==> config.mk <==
export PLATFORM = sky130hd
export DESIGN_NAME = mic_clk_gen_flat
export DESIGN_NICKNAME = d
export VERILOG_FILES = /design/src/rtl/mic_clk_gen_pkg.sv /design/src/rtl/mic_clk_gen_if.sv /design/src/rtl/mic_clk_gen_lock_sync.sv /design/src/rtl/mic_clk_gen.sv /design/src/flat_wrapper.sv
export SDC_FILE = /design/constraint.sdc
export NUM_CORES = 1
export LEC_CHECK = 0
export BUFFER_PORTS_ARGS = -buffer_cell sky130_fd_sc_hd__buf_4
export CAP_MARGIN = 10
export CORE_ASPECT_RATIO = 0.7
export CORE_MARGIN = 2
export CORE_UTILIZATION = 56
export CTS_BUF_LIST = sky130_fd_sc_hd__clkbuf_2
export DETAILED_ROUTE_END_ITERATION = 10
export HOLD_SLACK_MARGIN = 0.03
export PLACE_DENSITY = 0.78
export SETUP_SLACK_MARGIN = 0.3
export SLEW_MARGIN = 20
export SYNTH_ARGS = -nofsm -noshare
export SYNTH_HDL_FRONTEND = slang
export SYNTH_HIERARCHICAL = 1
export SYNTH_SLANG_ARGS = --single-unit
==> constraint.sdc <==
create_clock -name clk_in -period 2.5 [get_ports clk_in]
set_input_delay 0.25 -clock clk_in [delete_from_list [all_inputs] [get_ports clk_in]]
set_output_delay 0.25 -clock clk_in [all_outputs]
set_load 0.02 [all_outputs]
==> src/rtl/mic_clk_gen_pkg.sv <==
// mic_clk_gen shared types and constants.
// FSM state encoding, lock qualification default, synchroniser depth.
`timescale 1ns/1ps
package mic_clk_pkg;

  typedef enum logic [1:0] {
    S_HOLD,
    S_WAIT_LOCK,
    S_STABLE,
    S_RUN
  } state_t;

  localparam int LOCK_CYCLES_DEF = 1024;
  localparam int SYNC_STAGES     = 2;

endpackage

==> src/rtl/mic_clk_gen_if.sv <==
// mic_clk_gen control/status bundle.
// master = controller side, slave = clock generator.
`timescale 1ns/1ps
interface mic_clk_gen_if #(
  parameter int DIV_W = 8,
  parameter int WS_W  = 8
);

  logic             en;
  logic [DIV_W-1:0] sck_div;
  logic [WS_W-1:0]  ws_len;
  logic             cfg_load;
  logic             sck;
  logic             sck_rise;
  logic             sck_fall;
  logic             ws;
  logic             frame_start;
  logic             rst_mic_n;
  logic             cfg_pending;

  modport master (
    output en, sck_div, ws_len, cfg_load,
    input  sck, sck_rise, sck_fall, ws,
    input  frame_start, rst_mic_n, cfg_pending
  );

  modport slave (
    input  en, sck_div, ws_len, cfg_load,
    output sck, sck_rise, sck_fall, ws,
    output frame_start, rst_mic_n, cfg_pending
  );

endinterface

==> src/rtl/mic_clk_gen_lock_sync.sv <==
// lock_sync: multi-flop synchroniser for the async PLL lock.
// Depth comes from SYNC_STAGES in mic_clk_pkg.
`timescale 1ns/1ps
module lock_sync
  import mic_clk_pkg::*;
(
  input  logic clk_in,
  input  logic rst_n,
  input  logic async_in,
  output logic sync_out
);

  logic [SYNC_STAGES-1:0] sr_q;
  logic [SYNC_STAGES-1:0] sr_d;

  // shift the raw lock in at the bottom
  always_comb begin
    sr_d = {sr_q[SYNC_STAGES-2:0], async_in};
  end

  // synchroniser flops, cleared by reset
  always_ff @(posedge clk_in) begin
    if (!rst_n) sr_q <= '0;
    else        sr_q <= sr_d;
  end

  assign sync_out = sr_q[SYNC_STAGES-1];

endmodule

==> src/rtl/mic_clk_gen.sv <==
// mic_clk_gen: lock-qualified SCK / WS / frame generator.
// Define MIC_CLK_GEN_WS_PULSE_EN for a one-SCK-period frame-sync ws.
`timescale 1ns/1ps
module mic_clk_gen
  import mic_clk_pkg::*;
#(
  parameter int DIV_W       = 8,
  parameter int WS_W        = 8,
  parameter int LOCK_CYCLES = LOCK_CYCLES_DEF
) (
  input  logic         clk_in,
  input  logic         rst_n,
  input  logic         pll_lock,
  mic_clk_gen_if.slave bus
);

  localparam int SC_W = $clog2(LOCK_CYCLES + 1);

  logic lock_s;

  lock_sync u_sync (
    .clk_in   (clk_in),
    .rst_n    (rst_n),
    .async_in (pll_lock),
    .sync_out (lock_s)
  );

  state_t            state_q;
  logic [SC_W-1:0]   stab_cnt_q;
  logic              rst_mic_n_q;
  logic              en_q;

  logic              stab_done;
  logic              run_entry;
  logic              run_stay;
  logic              run_next;
  logic              start;

  assign stab_done = stab_cnt_q == SC_W'(LOCK_CYCLES - 1);
  assign run_entry = (state_q == S_STABLE) && lock_s
                   && stab_done;
  assign run_stay  = (state_q == S_RUN) && lock_s;
  assign run_next  = run_entry || run_stay;
  assign start     = bus.en
                   && (run_entry || (run_stay && !en_q));

  // lock qualification FSM; rst_mic_n tracks next state
  always_ff @(posedge clk_in) begin
    if (!rst_n) begin
      state_q     <= S_HOLD;
      stab_cnt_q  <= '0;
      rst_mic_n_q <= 1'b0;
    end else begin
      unique case (state_q)
        S_HOLD: state_q <= S_WAIT_LOCK;
        S_WAIT_LOCK: begin
          if (lock_s) begin
            state_q    <= S_STABLE;
            stab_cnt_q <= '0;
          end
        end
        S_STABLE: begin
          if (!lock_s)        state_q <= S_WAIT_LOCK;
          else if (stab_done) state_q <= S_RUN;
          else stab_cnt_q <= stab_cnt_q + 1'b1;
        end
        S_RUN: begin
          if (!lock_s) state_q <= S_WAIT_LOCK;
        end
        default: state_q <= S_HOLD;
      endcase
      rst_mic_n_q <= run_next;
    end
  end

  logic             gen_q, gen_d;
  logic [DIV_W-1:0] sck_cnt_q, sck_cnt_d;
  logic [WS_W-1:0]  ws_cnt_q, ws_cnt_d;
  logic [DIV_W-1:0] div_sh_q, div_sh_d;
  logic [WS_W-1:0]  len_sh_q, len_sh_d;
  logic [DIV_W-1:0] pend_div_q, pend_div_d;
  logic [WS_W-1:0]  pend_len_q, pend_len_d;
  logic             cfg_pend_q, cfg_pend_d;
  logic             sck_q, sck_d;
  logic             half_q, half_d;
  logic             ws_q, ws_d;
  logic             rise_q, rise_d;
  logic             fall_q, fall_d;
  logic             fs_q, fs_d;

  logic             half_wrap;
  logic             fall;
  logic             ws_wrap;
  logic             bnd;
  logic             step;

  assign half_wrap = sck_cnt_q == div_sh_q;
  assign fall      = gen_q && sck_q && half_wrap;
  assign ws_wrap   = fall && (ws_cnt_q == len_sh_q);
  assign bnd       = ws_wrap && !half_q;
  assign step      = run_next && gen_q && !start;

  // SCK/WS engine next state and config shadowing
  always_comb begin
    gen_d      = gen_q;
    sck_cnt_d  = sck_cnt_q;
    ws_cnt_d   = ws_cnt_q;
    div_sh_d   = div_sh_q;
    len_sh_d   = len_sh_q;
    pend_div_d = pend_div_q;
    pend_len_d = pend_len_q;
    cfg_pend_d = cfg_pend_q;
    sck_d      = sck_q;
    half_d     = half_q;
    ws_d       = ws_q;
    rise_d     = 1'b0;
    fall_d     = 1'b0;
    fs_d       = 1'b0;
    unique case (1'b1)
      !run_next: begin
        gen_d     = 1'b0;
        sck_cnt_d = '0;
        ws_cnt_d  = '0;
        sck_d     = 1'b0;
        half_d    = 1'b0;
        ws_d      = 1'b0;
      end
      start: begin
        gen_d     = 1'b1;
        div_sh_d  = bus.sck_div;
        len_sh_d  = bus.ws_len;
        sck_cnt_d = '0;
        ws_cnt_d  = '0;
        sck_d     = 1'b0;
        half_d    = 1'b1;
        ws_d      = 1'b1;
        fs_d      = 1'b1;
      end
      step: begin
        if (half_wrap) begin
          sck_cnt_d = '0;
          sck_d     = ~sck_q;
          rise_d    = ~sck_q;
          fall_d    = sck_q;
        end else begin
          sck_cnt_d = sck_cnt_q + 1'b1;
        end
        if (fall) begin
          if (ws_wrap) begin
            ws_cnt_d = '0;
            half_d   = ~half_q;
          end else begin
            ws_cnt_d = ws_cnt_q + 1'b1;
          end
`ifdef MIC_CLK_GEN_WS_PULSE_EN
          ws_d = 1'b0;
`else
          ws_d = half_d;
`endif
        end
        if (bnd) begin
          if (cfg_pend_q) begin
            div_sh_d   = pend_div_q;
            len_sh_d   = pend_len_q;
            cfg_pend_d = 1'b0;
          end
          if (bus.en) begin
            fs_d = 1'b1;
            ws_d = 1'b1;
          end else begin
            gen_d  = 1'b0;
            half_d = 1'b0;
            ws_d   = 1'b0;
          end
        end
      end
      default: ;
    endcase
    // a load on a boundary cycle waits for the next one
    if (bus.cfg_load) begin
      pend_div_d = bus.sck_div;
      pend_len_d = bus.ws_len;
      cfg_pend_d = 1'b1;
    end
  end

  // engine registers
  always_ff @(posedge clk_in) begin
    if (!rst_n) begin
      en_q       <= 1'b0;
      gen_q      <= 1'b0;
      sck_cnt_q  <= '0;
      ws_cnt_q   <= '0;
      div_sh_q   <= '0;
      len_sh_q   <= '0;
      pend_div_q <= '0;
      pend_len_q <= '0;
      cfg_pend_q <= 1'b0;
      sck_q      <= 1'b0;
      half_q     <= 1'b0;
      ws_q       <= 1'b0;
      rise_q     <= 1'b0;
      fall_q     <= 1'b0;
      fs_q       <= 1'b0;
    end else begin
      en_q       <= bus.en;
      gen_q      <= gen_d;
      sck_cnt_q  <= sck_cnt_d;
      ws_cnt_q   <= ws_cnt_d;
      div_sh_q   <= div_sh_d;
      len_sh_q   <= len_sh_d;
      pend_div_q <= pend_div_d;
      pend_len_q <= pend_len_d;
      cfg_pend_q <= cfg_pend_d;
      sck_q      <= sck_d;
      half_q     <= half_d;
      ws_q       <= ws_d;
      rise_q     <= rise_d;
      fall_q     <= fall_d;
      fs_q       <= fs_d;
    end
  end

  assign bus.sck         = sck_q;
  assign bus.sck_rise    = rise_q;
  assign bus.sck_fall    = fall_q;
  assign bus.ws          = ws_q;
  assign bus.frame_start = fs_q;
  assign bus.rst_mic_n   = rst_mic_n_q;
  assign bus.cfg_pending = cfg_pend_q;

endmodule

==> src/flat_wrapper.sv <==
// flat-port wrapper written by rule: the top's interface ports become plain ports
module mic_clk_gen_flat import mic_clk_pkg::*;
#(
  parameter int DIV_W       = 8,
  parameter int WS_W        = 8,
  parameter int LOCK_CYCLES = LOCK_CYCLES_DEF
)
  (clk_in, rst_n, pll_lock, bus_en, bus_sck_div, bus_ws_len, bus_cfg_load, bus_sck, bus_sck_rise, bus_sck_fall, bus_ws, bus_frame_start, bus_rst_mic_n, bus_cfg_pending);
  mic_clk_gen_if #(.DIV_W(DIV_W), .WS_W(WS_W)) bus_i ();
  input  logic clk_in;
  input  logic rst_n;
  input  logic pll_lock;
  input wire logic [$bits(bus_i.en)-1:0] bus_en;
  input wire logic [$bits(bus_i.sck_div)-1:0] bus_sck_div;
  input wire logic [$bits(bus_i.ws_len)-1:0] bus_ws_len;
  input wire logic [$bits(bus_i.cfg_load)-1:0] bus_cfg_load;
  output wire logic [$bits(bus_i.sck)-1:0] bus_sck;
  output wire logic [$bits(bus_i.sck_rise)-1:0] bus_sck_rise;
  output wire logic [$bits(bus_i.sck_fall)-1:0] bus_sck_fall;
  output wire logic [$bits(bus_i.ws)-1:0] bus_ws;
  output wire logic [$bits(bus_i.frame_start)-1:0] bus_frame_start;
  output wire logic [$bits(bus_i.rst_mic_n)-1:0] bus_rst_mic_n;
  output wire logic [$bits(bus_i.cfg_pending)-1:0] bus_cfg_pending;
  assign bus_i.en = bus_en;
  assign bus_i.sck_div = bus_sck_div;
  assign bus_i.ws_len = bus_ws_len;
  assign bus_i.cfg_load = bus_cfg_load;
  assign bus_sck = bus_i.sck;
  assign bus_sck_rise = bus_i.sck_rise;
  assign bus_sck_fall = bus_i.sck_fall;
  assign bus_ws = bus_i.ws;
  assign bus_frame_start = bus_i.frame_start;
  assign bus_rst_mic_n = bus_i.rst_mic_n;
  assign bus_cfg_pending = bus_i.cfg_pending;
  mic_clk_gen #(.DIV_W(DIV_W), .WS_W(WS_W), .LOCK_CYCLES(LOCK_CYCLES)) u_core (.clk_in(clk_in), .rst_n(rst_n), .pll_lock(pll_lock), .bus(bus_i));
endmodule
Word level (Yosys, flattened, before mapping)
Cells that the tools add are included.
Operators by class
  add/subtract/negate cells: 3
  equal/unequal tests: 17
  muxes and demuxes: 39
  bitwise gates (word level): 2
  reduce and logical (&&, ||, !) cells: 34
Operators with widths (count)
  case mux 8 bit (2 select lines): 4
  2-to-1 mux 8 bit: 7
  2-to-1 mux 11 bit: 3
  case mux 11 bit (2 select lines): 1
  adder 8 x 1 -> 8 bit, second input constant: 2
  equality test 8 bit: 2
  2-to-1 mux 1 bit: 14
  AND reduction 3 bit: 4
  adder 11 x 1 -> 11 bit, second input constant: 1
  equality test 11 x 10 -> 1 bit, second input constant: 1
  logical AND 1 bit: 11
  != test 2 bit, second input constant: 5
  nonzero test 2 bit: 5
  case mux 1 bit (3 select lines): 3
  2-to-1 mux 2 bit: 4
  != test 2 x 1 -> 1 bit, second input constant: 4
  case mux 2 bit (4 select lines): 1
  AND reduction 2 bit: 4
  equality test 2 bit, second input constant: 2
  zero test 1 bit: 4
  case mux 1 bit (2 select lines): 2
  AND reduction 4 bit: 1
  != test 3 x 1 -> 1 bit, second input constant: 1
  != test 3 x 2 -> 1 bit, second input constant: 1
  other kinds (6): 8
Word-level totals
  register bits after elaboration: 73
  input bits: 21
  output and inout port bits: 7
  logic and storage cells: 114

Longest topological paths before layout
  word-level depth: 9
  mapped depth: 11
  depth with buffers taken out: 10

By module
Netlist, hierarchy kept.
By module, submodules not included
  mic_clk_gen: instances 1, cells each 409, area each 3618.5 um^2, seq. area each 1421.4 um^2
  lock_sync: instances 1, cells each 4, area each 52.6 um^2, seq. area each 40.0 um^2

Worst setup path after synthesis
Ideal clock, no wire load.
  path type: flip-flop to flip-flop
  from: reg u_core.sck_cnt_q[1]
  to: reg u_core.div_sh_q[5]
  setup time: 0.126 ns
  arrival time: 2.574 ns
  required time: 2.374 ns
  setup slack: -0.200 ns
  stages on the path, launching flop included: 12
  buffers on the path: 2
  period minus slack after synthesis: 2.700 ns
  cell sequence: dfxtp_1 xor2_1 nor4_1 nand4_2 buf_2 nor2_1 ha_1 nand2_1 a211o_1 buf_2 nand2_1 a31oi_1
On the way
  longest elaborated chain between the ends: 6
Ends and longest elaborated chain
  start: declaration: line mic_clk_gen.sv:77  | logic [DIV_W-1:0] sck_cnt_q, sck_cnt_d;
  start signal: assignment: line mic_clk_gen.sv:208  | sck_cnt_q <= sck_cnt_d;
  equality test 8 bit: line mic_clk_gen.sv:97  | assign half_wrap = sck_cnt_q == div_sh_q;
  logical AND 1 bit: line mic_clk_gen.sv:98  | assign fall = gen_q && sck_q && half_wrap;
  logical AND 1 bit: line mic_clk_gen.sv:99  | assign ws_wrap = fall && (ws_cnt_q == len_sh_q);
  logical AND 1 bit: line mic_clk_gen.sv:100  | assign bnd = ws_wrap && !half_q;
  != test 2 x 1 -> 1 bit (no source line)
  AND reduction 3 bit (no source line)
  end signal: assignment: line mic_clk_gen.sv:210  | div_sh_q <= div_sh_d;
  end: declaration: line mic_clk_gen.sv:79  | logic [DIV_W-1:0] div_sh_q, div_sh_d;
No other way between the ends.
A chain may end at the register's enable or synchronous reset.

Worst setup path in the final report
  from: reg u_core.sck_cnt_q[5]
  to: reg u_core.len_sh_q[2]
On the way
  longest elaborated chain between the ends: 6
Ends and longest elaborated chain
  equality test 8 bit: line mic_clk_gen.sv:97
  logical AND 1 bit: line mic_clk_gen.sv:98
  logical AND 1 bit: line mic_clk_gen.sv:99
  logical AND 1 bit: line mic_clk_gen.sv:100
  != test 2 x 1 -> 1 bit (no source line)
  AND reduction 3 bit (no source line)
  end signal: assignment: line mic_clk_gen.sv:211  | len_sh_q <= len_sh_d;
  end: declaration: line mic_clk_gen.sv:80  | logic [WS_W-1:0] len_sh_q, len_sh_d;
No other way between the ends.

==> flow_metrics.tcl <==
set metrics [dict create \
    synth_warnings 6 \
    synth.distinct_cells 56 \
    gp_congestion 0.863 \
    async_flop_share_pct 0 \
    ys_seq_elements 73 \
    vias 3281 \
    drc 0 \
    wl_mm 8.65 \
    synth-compound-area-share_pct 19.8 \
    p_leak_nw 1.69 \
    hold_viol 0 \
    slew_violations 0 \
    die_height_um 71.7 \
    irDropWorstVdd_mv 0.270 \
    core-area_sq_um 6280 \
    track_usage_pct 25.0 \
    start_kind "flip-flop" \
    netlist_area_sq_um 3670 \
    viasPerCell 5.99 \
    cts_sinks 73 \
    maxSlewHeadroom_pct 68.2 \
    final_cell_mix "dfxtp_1, nand2_1, buf_4" \
    numPortBuffers 27 \
    detail-route-antenna-nets 0 \
    fmax_mhz 452 \
    drtPass1Iterations 5 \
    nets 494 \
    endpoint_kind "flip-flop" \
    cts-root-buf "clkbuf_2" \
    htreeDepth 3 \
    syn-num-nets 442 \
    cts_buffers 9 \
    clock_skew_ns 0.0181 \
    fin_util_pct 69.9 \
    drv_cap 0 \
    synthMuxAreaShare_pct 6.82 \
    setup_viol 0 \
    grt_pass1_wl_mm 14.3 \
    ios 28 \
    final_layout_size_suffix_gt1_share_pct 20.0 \
    synthFlopType "dfxtp_1" \
    initial_core_util_pct 58.5 \
    synth.avg_cell_area_sq_um 8.89 \
    period_share_pct 88.4 \
    synth_edf_count 0 \
    final_common_cell "dfxtp_1" \
    grt_antenna_before_repair 0 \
    rsz0062_at_grt "yes" \
    status "completed" \
    min_path_type "in -> reg" \
    grt_overflow_total 0 \
    worst_pin_slew_ns 0.473 \
    regToRegSetupSlack_ns 0.29 \
    dp_hpwl_mm 5.58 \
    clkLatencyLatePin_ns 0.54 \
    critPathKind "reg -> reg" \
    synth_top_family_by_area "simple AND/OR/NAND/NOR gates" \
    grt_max_degree 50 \
    met1Wirelength_mm 4.05 \
    clockBufferDepth 2 \
    crit_required_ns 2.99 \
    synth-xor-area-share_pct 5.73 \
    dieArea_sq_um 7230 \
    worst-endpoint-arrival_ns 2.70 \
    routed-wl-met2_mm 3.94 \
    yosysSeqAreaShare_pct 39.8 \
    rows 24 \
    diodes 0 \
    routed-wl-met3_um 536 \
    area_delta_synth_final_pct 19.5 \
    die_w_um 101 \
    p_per_area_nw_per_um2 459 \
    post_drt_wl_per_cell_um 15.8 \
    setup_tns_ns 0 \
    crit_fanout 16 \
    synth_cells 413 \
    grt_pass1_vias 3014 \
    first_iter_violations 253 \
    cts_tree "built" \
    min_period_ns 2.21 \
    synthSimpleGateAreaFrac_pct 20.4 \
    synthAdderAreaFrac_pct 2.73 \
    clk_pin_slew_worst_paths_ns 0.24 \
    top_layer_used "met4" \
]
critical path: stages, from the launching register on:
cell and delay, ns:
dfxtp_2 0.40, xor2_1 0.17, nor4_4 0.34, nand4_2 0.16, nor2_2 0.12, ha_2 0.22
nand2_2 0.10, a211oi_4 0.18, buf_6 0.21, nand2_1 0.07, a31oi_1 0.17
cell type report:
type                    count  area [sq um]
clock buffers               9          45.0
multi-input cells         302          2120
clock inverters             7          61.3
inverters                  17          63.8
well taps                  78          97.6
flip-flops and latches     73          1470
fillers                   486          1890
repair buffers             62           527
sequential cells by signal, summed over array words and instances, names as in the netlist, 2 cells and up:
signal	flops
u_core/stab_cnt_q	11
u_core/div_sh_q	8
u_core/len_sh_q	8
u_core/pend_div_q	8
u_core/pend_len_q	8
u_core/sck_cnt_q	8
u_core/ws_cnt_q	8
u_core/state_q	2
u_core/u_sync/sr_q	2
cell families (layout without fill, tap and decap cells):
kind of cell / count (synthesis) / after routing
multiplexers: 25 / 25
AND/OR/NAND/NOR: 140 / 140
flip-flops: 73 / 73
adder cells (fa/ha/maj): 8 / 8
buffers and inverters: 38 / 95
XOR/XNOR: 24 / 24
AO/OA/AOI/OAI: 105 / 105
metrics by stage:
| step | power [mW] | hold WS, ns | std cells | setup slack [ns] | instance area [sq um] |
|---|---|---|---|---|---|
| floorplan | 1.32 | 0.372 | 413 | 0.109 | 3710 |
| detailed placement | 1.37 | 0.426 | 508 | 0.0147 | 4000 |
| global route | 2.11 | 0.0494 | 548 | 0.172 | 4390 |
| finish | 2.01 | 0.0898 | 548 | 0.289 | 4390 |
| CTS | 2.03 | 0.0733 | 545 | 0.274 | 4340 |
| global placement | 1.36 | 0.416 | 508 | 0.0950 | 4000 |
power breakdown:
group | leakage, nW | internal [mW] | switching [mW]
Sequential | 0.597 | 1.19 | 0.0166
Clock | 0.0667 | 0.153 | 0.486
Combinational | 1.03 | 0.0899 | 0.0772
final timing paths:
kind | to | cells after the start | from
min | u_core/bus.cfg_pending | 3 | bus_cfg_load
min reg2reg | u_core/u_sync/sr_q[1] | 1 | u_core/u_sync/sr_q[0]
max reg2reg | u_core/len_sh_q[2] | 10 | u_core/sck_cnt_q[5]
max | u_core/len_sh_q[2] | 10 | u_core/sck_cnt_q[5]
synth_stat cells, types with 2 or more instances:
master      n  share of area (%)
dfxtp_1    73                 40
nand2_1    49                5.0
o21ai_0    30                4.1
mux2i_1    25                6.8
nor2b_1    19                3.2
xor2_1     18                4.3
a21oi_1    17                2.3
a31oi_1    17                2.9
inv_1      17                1.7
nand3_1    16                2.2
clkbuf_1   12                1.2
nor2_1     12                1.2
o2111ai_1  12                2.9
nor3_1     10                1.4
ha_1        8                2.7
and2_1      7                1.2
a21boi_0    6                1.2
xnor2_1     6                1.4
buf_2       5               0.68
nand4_1     4               0.68
nor4_1      4               0.68
or3_2       3               0.61
a211oi_1    2               0.41
a32oi_1     2               0.48
and3_1      2               0.34
buf_4       2               0.41
buf_6       2               0.61
nand3b_1    2               0.41
nand4_4     2                1.2
o21a_1      2               0.41
or3_1       2               0.34
layer usage:
metal | track usage, % | vias up
met4 | 7.15 | 0
met5 | 0 | -
met2 | 39.0 | 117
li1 | - | 1592
met1 | 34.5 | 1557
met3 | 6.24 | 15
what timing repair did:
| item | CTS | global route |
|---|---|---|
| setup endpoints to repair | 26 | 31 |
| pin swaps | 3 | 2 |
| gates cloned | 0 | 0 |
| resized for setup | 8 | 9 |
| hold buffers | 18 | 0 |
| hold endpoints to repair | 34 | 0 |
| buffers inserted | 3 | 3 |
Power figures use the tool's default switching activity.
